==> src/rtl/debounce_pkg.sv <==
// ---------------------------------------------------------------------------
// debounce_pkg
//   Shared defaults and helpers for the button_debounce block.
//   - DEF_WIDTH, DEF_DEBOUNCE_CYCLES, DEF_SYNC_STAGES : default parameters
//   - cnt_width(cycles) : counter width able to hold 0..cycles
// ---------------------------------------------------------------------------
package debounce_pkg;

  localparam int DEF_WIDTH           = 2;
  localparam int DEF_DEBOUNCE_CYCLES = 4;
  localparam int DEF_SYNC_STAGES     = 2;

  function automatic int cnt_width(input int cycles);
    return $clog2(cycles + 1);
  endfunction

endpackage

==> src/rtl/debounce_channel.sv <==
// ---------------------------------------------------------------------------
// debounce_channel
//   One input channel: SYNC_STAGES-flop synchroniser, stability counter,
//   debounced level and (optionally) registered rise/fall event pulses.
//   Optional feature macro: BUTTON_DEBOUNCE_EDGE_EN (edge pulse flops).
// Ports
//   clk    in  system clock
//   rst_n  in  asynchronous active-low reset
//   ena    in  filter enable; 0 freezes counter/level and blanks pulses
//   din    in  raw asynchronous input
//   dout   out debounced level
//   rise   out 1-cycle pulse on dout 0->1 (0 when edge logic not built)
//   fall   out 1-cycle pulse on dout 1->0 (0 when edge logic not built)
// ---------------------------------------------------------------------------
module debounce_channel
  import debounce_pkg::*;
#(
  parameter int DEBOUNCE_CYCLES = DEF_DEBOUNCE_CYCLES,
  parameter int SYNC_STAGES     = DEF_SYNC_STAGES
) (
  input  logic clk,
  input  logic rst_n,
  input  logic ena,
  input  logic din,
  output logic dout,
  output logic rise,
  output logic fall
);

  localparam int CW = cnt_width(DEBOUNCE_CYCLES);
  localparam logic [CW-1:0] TERM = CW'(DEBOUNCE_CYCLES - 1);

  logic [SYNC_STAGES-1:0] sync_q;
  logic                   s;
  logic [CW-1:0]          cnt_q, cnt_d;
  logic                   dout_q, dout_d;

  // Synchroniser free-runs regardless of ena so the filter always sees the
  // current pad level when it is re-enabled.
  always_ff @(posedge clk or negedge rst_n) begin
    if (!rst_n) begin
      sync_q <= '0;
    end else begin
      sync_q <= {sync_q[SYNC_STAGES-2:0], din};
    end
  end

  assign s = sync_q[SYNC_STAGES-1];

  always_comb begin
    cnt_d  = cnt_q;
    dout_d = dout_q;
    if (ena) begin
      if (s == dout_q) begin
        cnt_d = '0;
      end else if (cnt_q >= TERM) begin
        // Terminal count reached: accept the new level; >= keeps the counter
        // from ever wrapping even from an unexpected state.
        dout_d = s;
        cnt_d  = '0;
      end else begin
        cnt_d = cnt_q + 1'b1;
      end
    end
  end

  always_ff @(posedge clk or negedge rst_n) begin
    if (!rst_n) begin
      cnt_q  <= '0;
      dout_q <= 1'b0;
    end else begin
      cnt_q  <= cnt_d;
      dout_q <= dout_d;
    end
  end

  assign dout = dout_q;

`ifdef BUTTON_DEBOUNCE_EDGE_EN
  logic rise_q, fall_q;

  // Pulses are registered on the same edge that updates dout, so they are
  // high exactly in the cycle dout has just changed. dout_d only differs
  // from dout_q while ena is high, which blanks pulses when disabled.
  always_ff @(posedge clk or negedge rst_n) begin
    if (!rst_n) begin
      rise_q <= 1'b0;
      fall_q <= 1'b0;
    end else begin
      rise_q <= dout_d & ~dout_q;
      fall_q <= ~dout_d & dout_q;
    end
  end

  assign rise = rise_q;
  assign fall = fall_q;
`else
  assign rise = 1'b0;
  assign fall = 1'b0;
`endif

endmodule

==> src/rtl/button_debounce.sv <==
// ---------------------------------------------------------------------------
// button_debounce
//   Synchronises and debounces WIDTH independent raw pad inputs. Each output
//   bit follows its input only after DEBOUNCE_CYCLES consecutive enabled
//   clocks of stable synchronised input.
//   Optional feature macro: BUTTON_DEBOUNCE_EDGE_EN (rise/fall pulses;
//   when undefined rise/fall are constant 0).
// Ports
//   clk    in  system clock
//   rst_n  in  asynchronous active-low reset
//   ena    in  filter enable
//   din    in  [WIDTH] raw asynchronous inputs
//   dout   out [WIDTH] debounced levels
//   rise   out [WIDTH] 1-cycle pulse when dout goes 0->1
//   fall   out [WIDTH] 1-cycle pulse when dout goes 1->0
// ---------------------------------------------------------------------------
module button_debounce
  import debounce_pkg::*;
#(
  parameter int WIDTH           = DEF_WIDTH,
  parameter int DEBOUNCE_CYCLES = DEF_DEBOUNCE_CYCLES,
  parameter int SYNC_STAGES     = DEF_SYNC_STAGES
) (
  input  logic             clk,
  input  logic             rst_n,
  input  logic             ena,
  input  logic [WIDTH-1:0] din,
  output logic [WIDTH-1:0] dout,
  output logic [WIDTH-1:0] rise,
  output logic [WIDTH-1:0] fall
);

  generate
    for (genvar gi = 0; gi < WIDTH; gi++) begin : g_chan
      debounce_channel #(
        .DEBOUNCE_CYCLES(DEBOUNCE_CYCLES),
        .SYNC_STAGES    (SYNC_STAGES)
      ) u_chan (
        .clk  (clk),
        .rst_n(rst_n),
        .ena  (ena),
        .din  (din[gi]),
        .dout (dout[gi]),
        .rise (rise[gi]),
        .fall (fall[gi])
      );
    end
  endgenerate

endmodule
==> config.mk <==
export PLATFORM = sky130hd
export DESIGN_NAME = button_debounce
export DESIGN_NICKNAME = d
export VERILOG_FILES = /design/src/rtl/debounce_pkg.sv /design/src/rtl/debounce_channel.sv /design/src/rtl/button_debounce.sv
export SDC_FILE = /design/constraint.sdc
export NUM_CORES = 1
export LEC_CHECK = 0
export CAP_MARGIN = 20
export CORE_AREA = 2 2 39 41
export CTS_BUF_LIST = sky130_fd_sc_hd__clkbuf_4
export DETAILED_ROUTE_END_ITERATION = 8
export DIE_AREA = 0 0 41 43
export PLACE_DENSITY = 0.69
export SLEW_MARGIN = 30
export SYNTH_ARGS = -nofsm -noshare
export SYNTH_HDL_FRONTEND = slang
export SYNTH_SLANG_ARGS = --single-unit
==> constraint.sdc <==
create_clock -name clk -period 2.1 [get_ports clk]
set_clock_uncertainty 0.05 [all_clocks]
set_input_delay 0.21 -clock clk [delete_from_list [all_inputs] [get_ports clk]]
set_output_delay 0.21 -clock clk [all_outputs]
set_load 0.005 [all_outputs]
Word level (Yosys, flattened, before mapping) --
Cells that the tools add are included.
Word-level totals: register bits 12, logic and storage cells 20
Cells by class: $lt $le $gt $ge 2, $add $sub $neg 2, mux-type cells 4, reductions and logical operators 2, eq/ne operators 2, bitwise gates (word level) 2
Operators with widths (count):
- 3-bit 2-to-1 mux | 4
- 3-bit by 1-bit adder with 3-bit output, second input constant | 2
- 3-bit by 2-bit greater-or-equal comparator with 1-bit output, second input constant | 2
- 3-bit AND reduction | 2
- 1-bit equality test | 2
- 1-bit NOT | 2

Longest topological paths before layout --
Gate-level depths: netlist of run 1.
word-level depth 3, mapped depth 5, gate-level depth less buffers 5

Modules after synthesis --
A second synthesis of run 1 with hierarchy kept.
Second synthesis, totals: cells, all modules 46, area total of the unflattened synthesis 590.6 um2
Modules (own cells, without submodules):
- debounce_channel | times used 2, sequential area each 150.1 um2, cells an instance 23, area each 295.3 um2

Worst setup path before layout of run 1 --
No wires, ideal clock.
path kind reg2reg, from reg g_chan[1].u_chan.cnt_q[0], to reg g_chan[1].u_chan.dout_q, stages on the path, launching flop included 6, clock period less this slack 1.554 ns, library setup time 0.125 ns, required time 1.925 ns, arrival time 1.379 ns, path slack 0.546 ns, path buffers 0, cell sequence dfrtp_1 -> ha_1 -> ha_1 -> a211oi_2 -> nor2b_1 -> mux2_4
Between the ends: word-level cells in the longest chain between the ends 2
Ends and longest elaborated chain:
- from (decl) | line debounce_channel.sv:35 | logic [CW-1:0] cnt_q, cnt_d;
- from (signal assigned) | line debounce_channel.sv:72 | cnt_q <= cnt_d;
- 3-bit by 2-bit greater-or-equal comparator with 1-bit output | line debounce_channel.sv:56 | end else if (cnt_q >= TERM) begin
- 3-bit AND reduction (no source line)
- to (signal assigned) | line debounce_channel.sv:73 | dout_q <= dout_d;
- to (decl) | line debounce_channel.sv:36 | logic dout_q, dout_d;
Every way passes these cells. A chain may end at the register's enable or synchronous reset.

Worst setup path in the final report of run 1 --
Ends and elaborated chain as after synthesis.

==> flow_summary.yaml, run 1 <==
run_status:
  outcome: "completed"
routing:
  remaining_drc_errors: 0
  drtAntennaViolNets: 0
  count_of_routing_violations_after_the_opening_detailed_route_iteration: 1
  wire_per_inst_um: 10.32
  detailed_route_via_count: 338
  finalWirelength_um: 764
  vias_per_cell: 4.568
  number_of_iterations_in_the_first_detailed_routing_pass: 4
clocking:
  tritoncts: "done"
  clock-sinks: 12
  clk_root_buffer_cell: "clkbuf_4"
  cts.path.max_buffers: 2
  worst_skew_pair.late_latency_ps: 270
  cts_made_buffers: 3
  clk_transition_reported_paths_ps: 70
  postCtsSetupBuffers: 0
  cts_resized: 0
  cts_htree_levels: 1
  cts_hold_buffers: 0
pwr:
  power.leakage_nw: 0.3024
  vdd_drop_max_mv: 0.5814
  cellPowerDensity_mw_per_mm2: 1176
critical_path:
  critPathMaxStageDelay_ps: 420
  cp.arrival_ps: 1760
  crit_path_start_kind: "flip-flop"
  cp.required_ps: 2210
  reg2reg_from: "g_chan[1].u_chan.cnt_q[0]"
  critical_path.endpoint_type: "flip-flop"
  setup.worst_path.class: "reg2reg"
  worst_r2r_path_depth: 5
  r2r_end: "g_chan[1].u_chan.dout"
  critical-path-top-cell-by-count: "ha_1"
  crit_path_cell_trace: "ha_1 -> ha_1 -> a211oi_2 -> nor2b_1 -> mux2_4"
  critical_path.max_fanout: 3
  critical_path.slowest_cell: "dfrtp_1"
  setup.reg_to_reg.worst_slack_ps: 440
timing:
  drv_slew: 0
  rsz_0062_raised_after_global_routing: "false"
  timing.final.crit_share: 0.7900
  time_the_worst_path_needs_with_i_o_delays_and_setup_ps: 1659
  finalSetupTns_ps: 0
  number_of_hold_violations_in_the_final_report: 0
  tightest_pin_transition_ps: 519.6
  worst_slew_margin_rel: 0.6525
  max_clock_freq_mhz: 602.8
  finalSetupViolations: 0
placed_design:
  place.port_buffers: 6
  place_congestion: 0.7359
  post-dp-hpwl_um: 569.4
  dp_cells: 70
final_layout:
  drive_above_1_share: 0.1207
  layout_overhead_on_the_synthesized_area_pct: 12.88
  n_antenna_cell: 0
  final_standard_cell_count_with_taps_included_and_fillers_excluded: 74
  filler_cell_count: 129
  area_taken_by_multi_input_logic_gates_um2: 225.2
  num-nets-final: 68
  layout.cells.most_common_list: "dfrtp_1, clkdlybuf4s50_1, inv_1"
  most_common_cell_after_layout_fill_and_taps_aside: "dfrtp_1"
  finish.utilization: 0.4756
  layout.area.seq_um2: 300.3
grt:
  largest_net_degree_at_the_start_of_global_routing: 13
  antenna_found_initial: 0
  global_route_wire_length_before_repair_mm: 1.345
  global_route.usage.total: 0.1233
  grt.met2_usage: 0.1500
  grt_pass1_vias: 325
  groute.layer.met1.usage: 0.1667
  grt_ovf: 0
  gr-max-usage-layer: "met1"
  met3_global_route_usage: 0.03141
die:
  design.core.area_mm2: 0.001384
  floorplan.initialDensity: 0.4213
  design.portCount: 11
  dieArea_mm2: 0.001763
  rows: 14
  dieWidth_um: 41
  die_y_um: 43
yosys:
  yosysTopAreaCellShare: 0.5150
  synth_area_leader_cell: "dfrtp_1"
  mappedNetlistArea_um2: 583.1
  synthesis.instances: 51
  post_synth.cell_area_avg_um2: 11.43
  yosys_register_bits: 12
  netlist-cell-type-count: 18
  ys_top_cells_by_area: "dfrtp_1, ha_1, buf_4"
  yosysWarningCount: 0
  synth_sequential_area_ratio: 0.5150
min_path:
  timing.hold.worst.class: "in2async"
flow_run:
  maxCapViolCount: 0
-- worst max-delay path, delay by kind of cell (launching register included) --
family	cells	cell delay (ps)
and+or+nand+nor	1	100
muxes	1	300
AOI/OAI and AO/OA	1	280
adders and majority gates	2	390
DFF	1	420
-- per-layer routing --
layer / share of wire / wire [um] / vias up
met5: 0 / 0 / -
met4: 0.014 / 11 / 0
met3: 0.029 / 22 / 2
met2: 0.48 / 365 / 8
met1: 0.48 / 365 / 156
li1: - / - / 172
-- report_power, final --
group / total [mW] / internal (mW) / leakage [nW] / switching, mW
clock network: 0.142 / 0.0687 / 0.0154 / 0.0735
registers: 0.357 / 0.298 / 0.150 / 0.0589
logic: 0.275 / 0.156 / 0.137 / 0.119
total: 0.774 / 0.523 / 0.302 / 0.252
-- how the worst max path moves through the flow --
stage	startpoint	endpoint	depth (start not counted)
2_1_floorplan	g_chan[1].u_chan.cnt_q[0]	g_chan[1].u_chan.dout	5
5_1_grt	g_chan[1].u_chan.cnt_q[0]	g_chan[1].u_chan.dout	5
3_3_place_gp	g_chan[1].u_chan.cnt_q[0]	g_chan[1].u_chan.dout	5
4_1_cts	g_chan[1].u_chan.cnt_q[0]	g_chan[1].u_chan.dout	5
6_report	g_chan[1].u_chan.cnt_q[0]	g_chan[1].u_chan.dout	5
3_5_place_dp	g_chan[1].u_chan.cnt_q[0]	g_chan[1].u_chan.dout	5
-- per-stage QoR --
stage / worst slack (ps) / hold slack, ps / cell area [um^2] / total power, mW
finish: 441.1 / 232.4 / 658.1 / 0.7742
global route: 383.9 / 278.8 / 658.1 / 0.8394
CTS: 445.4 / 249.5 / 658.1 / 0.7877
detailed placement: 447.5 / 290.3 / 631.9 / 0.6393
global placement: 488.3 / 285.1 / 631.9 / 0.6346
floorplan: 546.0 / -135.6 / 594.3 / 0.5800
-- cells by family after synthesis --
family	Yosys count	synth area share
flops	12	0.5150
buf+inv	12	0.1180
simple gates	10	0.08797
compound gates	7	0.09440
fa+ha+maj	4	0.08584
mux	3	0.06222
xor+xnor	2	0.03005
other cells	1	0.006432
-- sequential cells by signal, summed over array words and instances (netlist names) --
signal                flops
g_chan.u_chan.sync_q      4
g_chan.u_chan.dout        2
g_chan.u_chan.cnt_q       6
-- final cells by class --
| cell class | count | share of cell area |
|---|---|---|
| multi-input cells | 30 | 0.3422 |
| flip-flops and latches | 12 | 0.4563 |
| well taps | 16 | 0.03042 |
| inverters | 5 | 0.02852 |
| clock inverters | 1 | 0.005703 |
| clock buffers | 3 | 0.03422 |
| repair buffers | 7 | 0.1027 |
-- cell usage after synthesis (all sizes together) --
| cell type | count |
|---|---|
| inv | 5 |
| o21ai | 1 |
| dfrtp | 12 |
| nand2b | 2 |
| ha | 4 |
| xor2 | 2 |
| mux2i | 1 |
| o22ai | 4 |
| a211oi | 2 |
| conb | 1 |
| nand2 | 4 |
| mux2 | 2 |
| nor2b | 2 |
| nand3 | 1 |
| buf | 7 |
| nand4 | 1 |
No activity file was read; power rests on OpenSTA's default activity.
==> run 2: changes to the inputs <==
clock period = 1.6 ns   (was 2.1 ns; I/O delays follow)
==> flow_summary.yaml, run 2 (synthesis gave the netlist of run 1 again) <==
critical_path:
  critical_path.max_fanout: 2
  cp.required_ps: 1700
  cp.arrival_ps: 1620
  setup.worst_path.class: "reg2reg"
  crit_path_start_kind: "flip-flop"
  critical_path.endpoint_type: "flip-flop"
  setup.reg_to_reg.worst_slack_ps: 80
die:
  design.portCount: 11
  dieArea_mm2: 0.001763
  die_y_um: 43
  rows: 14
  dieWidth_um: 41
  design.core.area_mm2: 0.001384
  floorplan.initialDensity: 0.4213
clocking:
  clk_root_buffer_cell: "clkbuf_4"
  cts.path.max_buffers: 2
  worst_skew_pair.late_latency_ps: 260
  clk_transition_reported_paths_ps: 70
  postCtsSetupBuffers: 0
  tritoncts: "done"
  cts_resized: 0
  cts_htree_levels: 1
  clock-sinks: 12
  cts_made_buffers: 3
  cts_hold_buffers: 0
timing:
  timing.final.crit_share: 0.9477
  finalSetupViolations: 0
  hold_ws_ps: 192.6
  rsz_0062_raised_after_global_routing: "false"
  finalSetupTns_ps: 0
  time_the_worst_path_needs_with_i_o_delays_and_setup_ps: 1516
  max_clock_freq_mhz: 659.5
  tightest_pin_transition_ps: 538.3
  drv_slew: 0
  number_of_hold_violations_in_the_final_report: 0
  worst_slew_margin_rel: 0.6400
routing:
  drtAntennaViolNets: 0
  finalWirelength_um: 829
  number_of_iterations_in_the_first_detailed_routing_pass: 6
  remaining_drc_errors: 0
  vias_per_cell: 4.646
  count_of_routing_violations_after_the_opening_detailed_route_iteration: 5
  detailed_route_via_count: 367
  wire_per_inst_um: 10.49
final_layout:
  n_antenna_cell: 0
  layout.cells.most_common_list: "dfrtp_1, clkdlybuf4s50_1, buf_4"
  largest_register_ff_count: 6
  largest_register: "g_chan.u_chan.cnt_q"
  num-nets-final: 73
  filler_cell_count: 124
  layout_overhead_on_the_synthesized_area_pct: 19.31
  drive_above_1_share: 0.1905
  most_common_cell_after_layout_fill_and_taps_aside: "dfrtp_1"
placed_design:
  place.port_buffers: 6
  place_congestion: 0.8018
  post-dp-hpwl_um: 642.7
min_path:
  timing.hold.worst.class: "in2async"
grt:
  antenna_found_initial: 0
  global_route_wire_length_before_repair_mm: 1.504
  global_route.usage.total: 0.1295
  largest_net_degree_at_the_start_of_global_routing: 13
  grt_ovf: 0
  grt_pass1_vias: 374
pwr:
  vdd_drop_max_mv: 0.8422
  cellPowerDensity_mw_per_mm2: 1585
  power.leakage_nw: 0.3274
flow_run:
  maxCapViolCount: 0
run_status:
  outcome: "completed"
==> run 2: cell types whose count changed in the layout (fill, tap and decap cells not counted) <==
cell | previous run | this run
buf_4 | 1 | 6
==> run 2: cell type report <==
class | instances | area, um^2 | share of cell area
flip-flops and latches | 12 | 300.3 | 0.4317
multi-input cells | 30 | 225.2 | 0.3237
repair buffers | 12 | 105.1 | 0.1511
clock buffers | 3 | 22.52 | 0.03237
well taps | 16 | 20.02 | 0.02878
inverters | 5 | 18.77 | 0.02698
clock inverters | 1 | 3.754 | 0.005396
==> run 2: worst paths after layout <==
path,startpoint,end,cells past startpoint
min,rst_n,g_chan[1].u_chan.cnt_q[1],1
max reg2reg,g_chan[0].u_chan.cnt_q[0],g_chan[0].u_chan.dout,5
max,g_chan[0].u_chan.cnt_q[0],g_chan[0].u_chan.dout,5
min in group clk,din[0],g_chan[0].u_chan.sync_q[0],1
max in group asynchronous,rst_n,g_chan[1].u_chan.cnt_q[0],1
min reg2reg,g_chan[0].u_chan.sync_q[0],g_chan[0].u_chan.sync_q[1],0
==> run 2: metal layers <==
layer	up-vias	share of wire	track usage
met5	-	0	0
met4	0	0.013	0.1000
met3	2	0.039	0.01571
met2	10	0.48	0.1781
met1	169	0.47	0.1771
li1	186	-	-
==> run 2: power breakdown <==
| group | switching [mW] | leakage, nW | internal, mW |
|---|---|---|---|
| clock | 0.0947 | 0.0154 | 0.0900 |
| combinational | 0.195 | 0.162 | 0.274 |
| sequential | 0.0581 | 0.150 | 0.391 |
| total | 0.348 | 0.327 | 0.755 |
==> run 2: worst max-delay path, stage by stage, from the launching register on <==
cell	delay (ps)
dfrtp_1	380
ha_1	200
ha_1	190
a211oi_2	180
nor2b_1	90
mux2_1	310
==> run 2: metrics by stage <==
step	util	total power, mW	worst slack (ps)	instance area [um^2]	cells
after floorplan	-	0.7612	46.02	594.3	54
after global placement	0.4837	0.9241	54.91	669.4	75
after detailed placement	0.4837	0.9303	30.16	669.4	75
after CTS	0.5027	1.118	23.60	695.7	79
after global routing	0.5027	1.206	1.872	695.7	79
final	0.5027	1.103	83.71	695.7	79
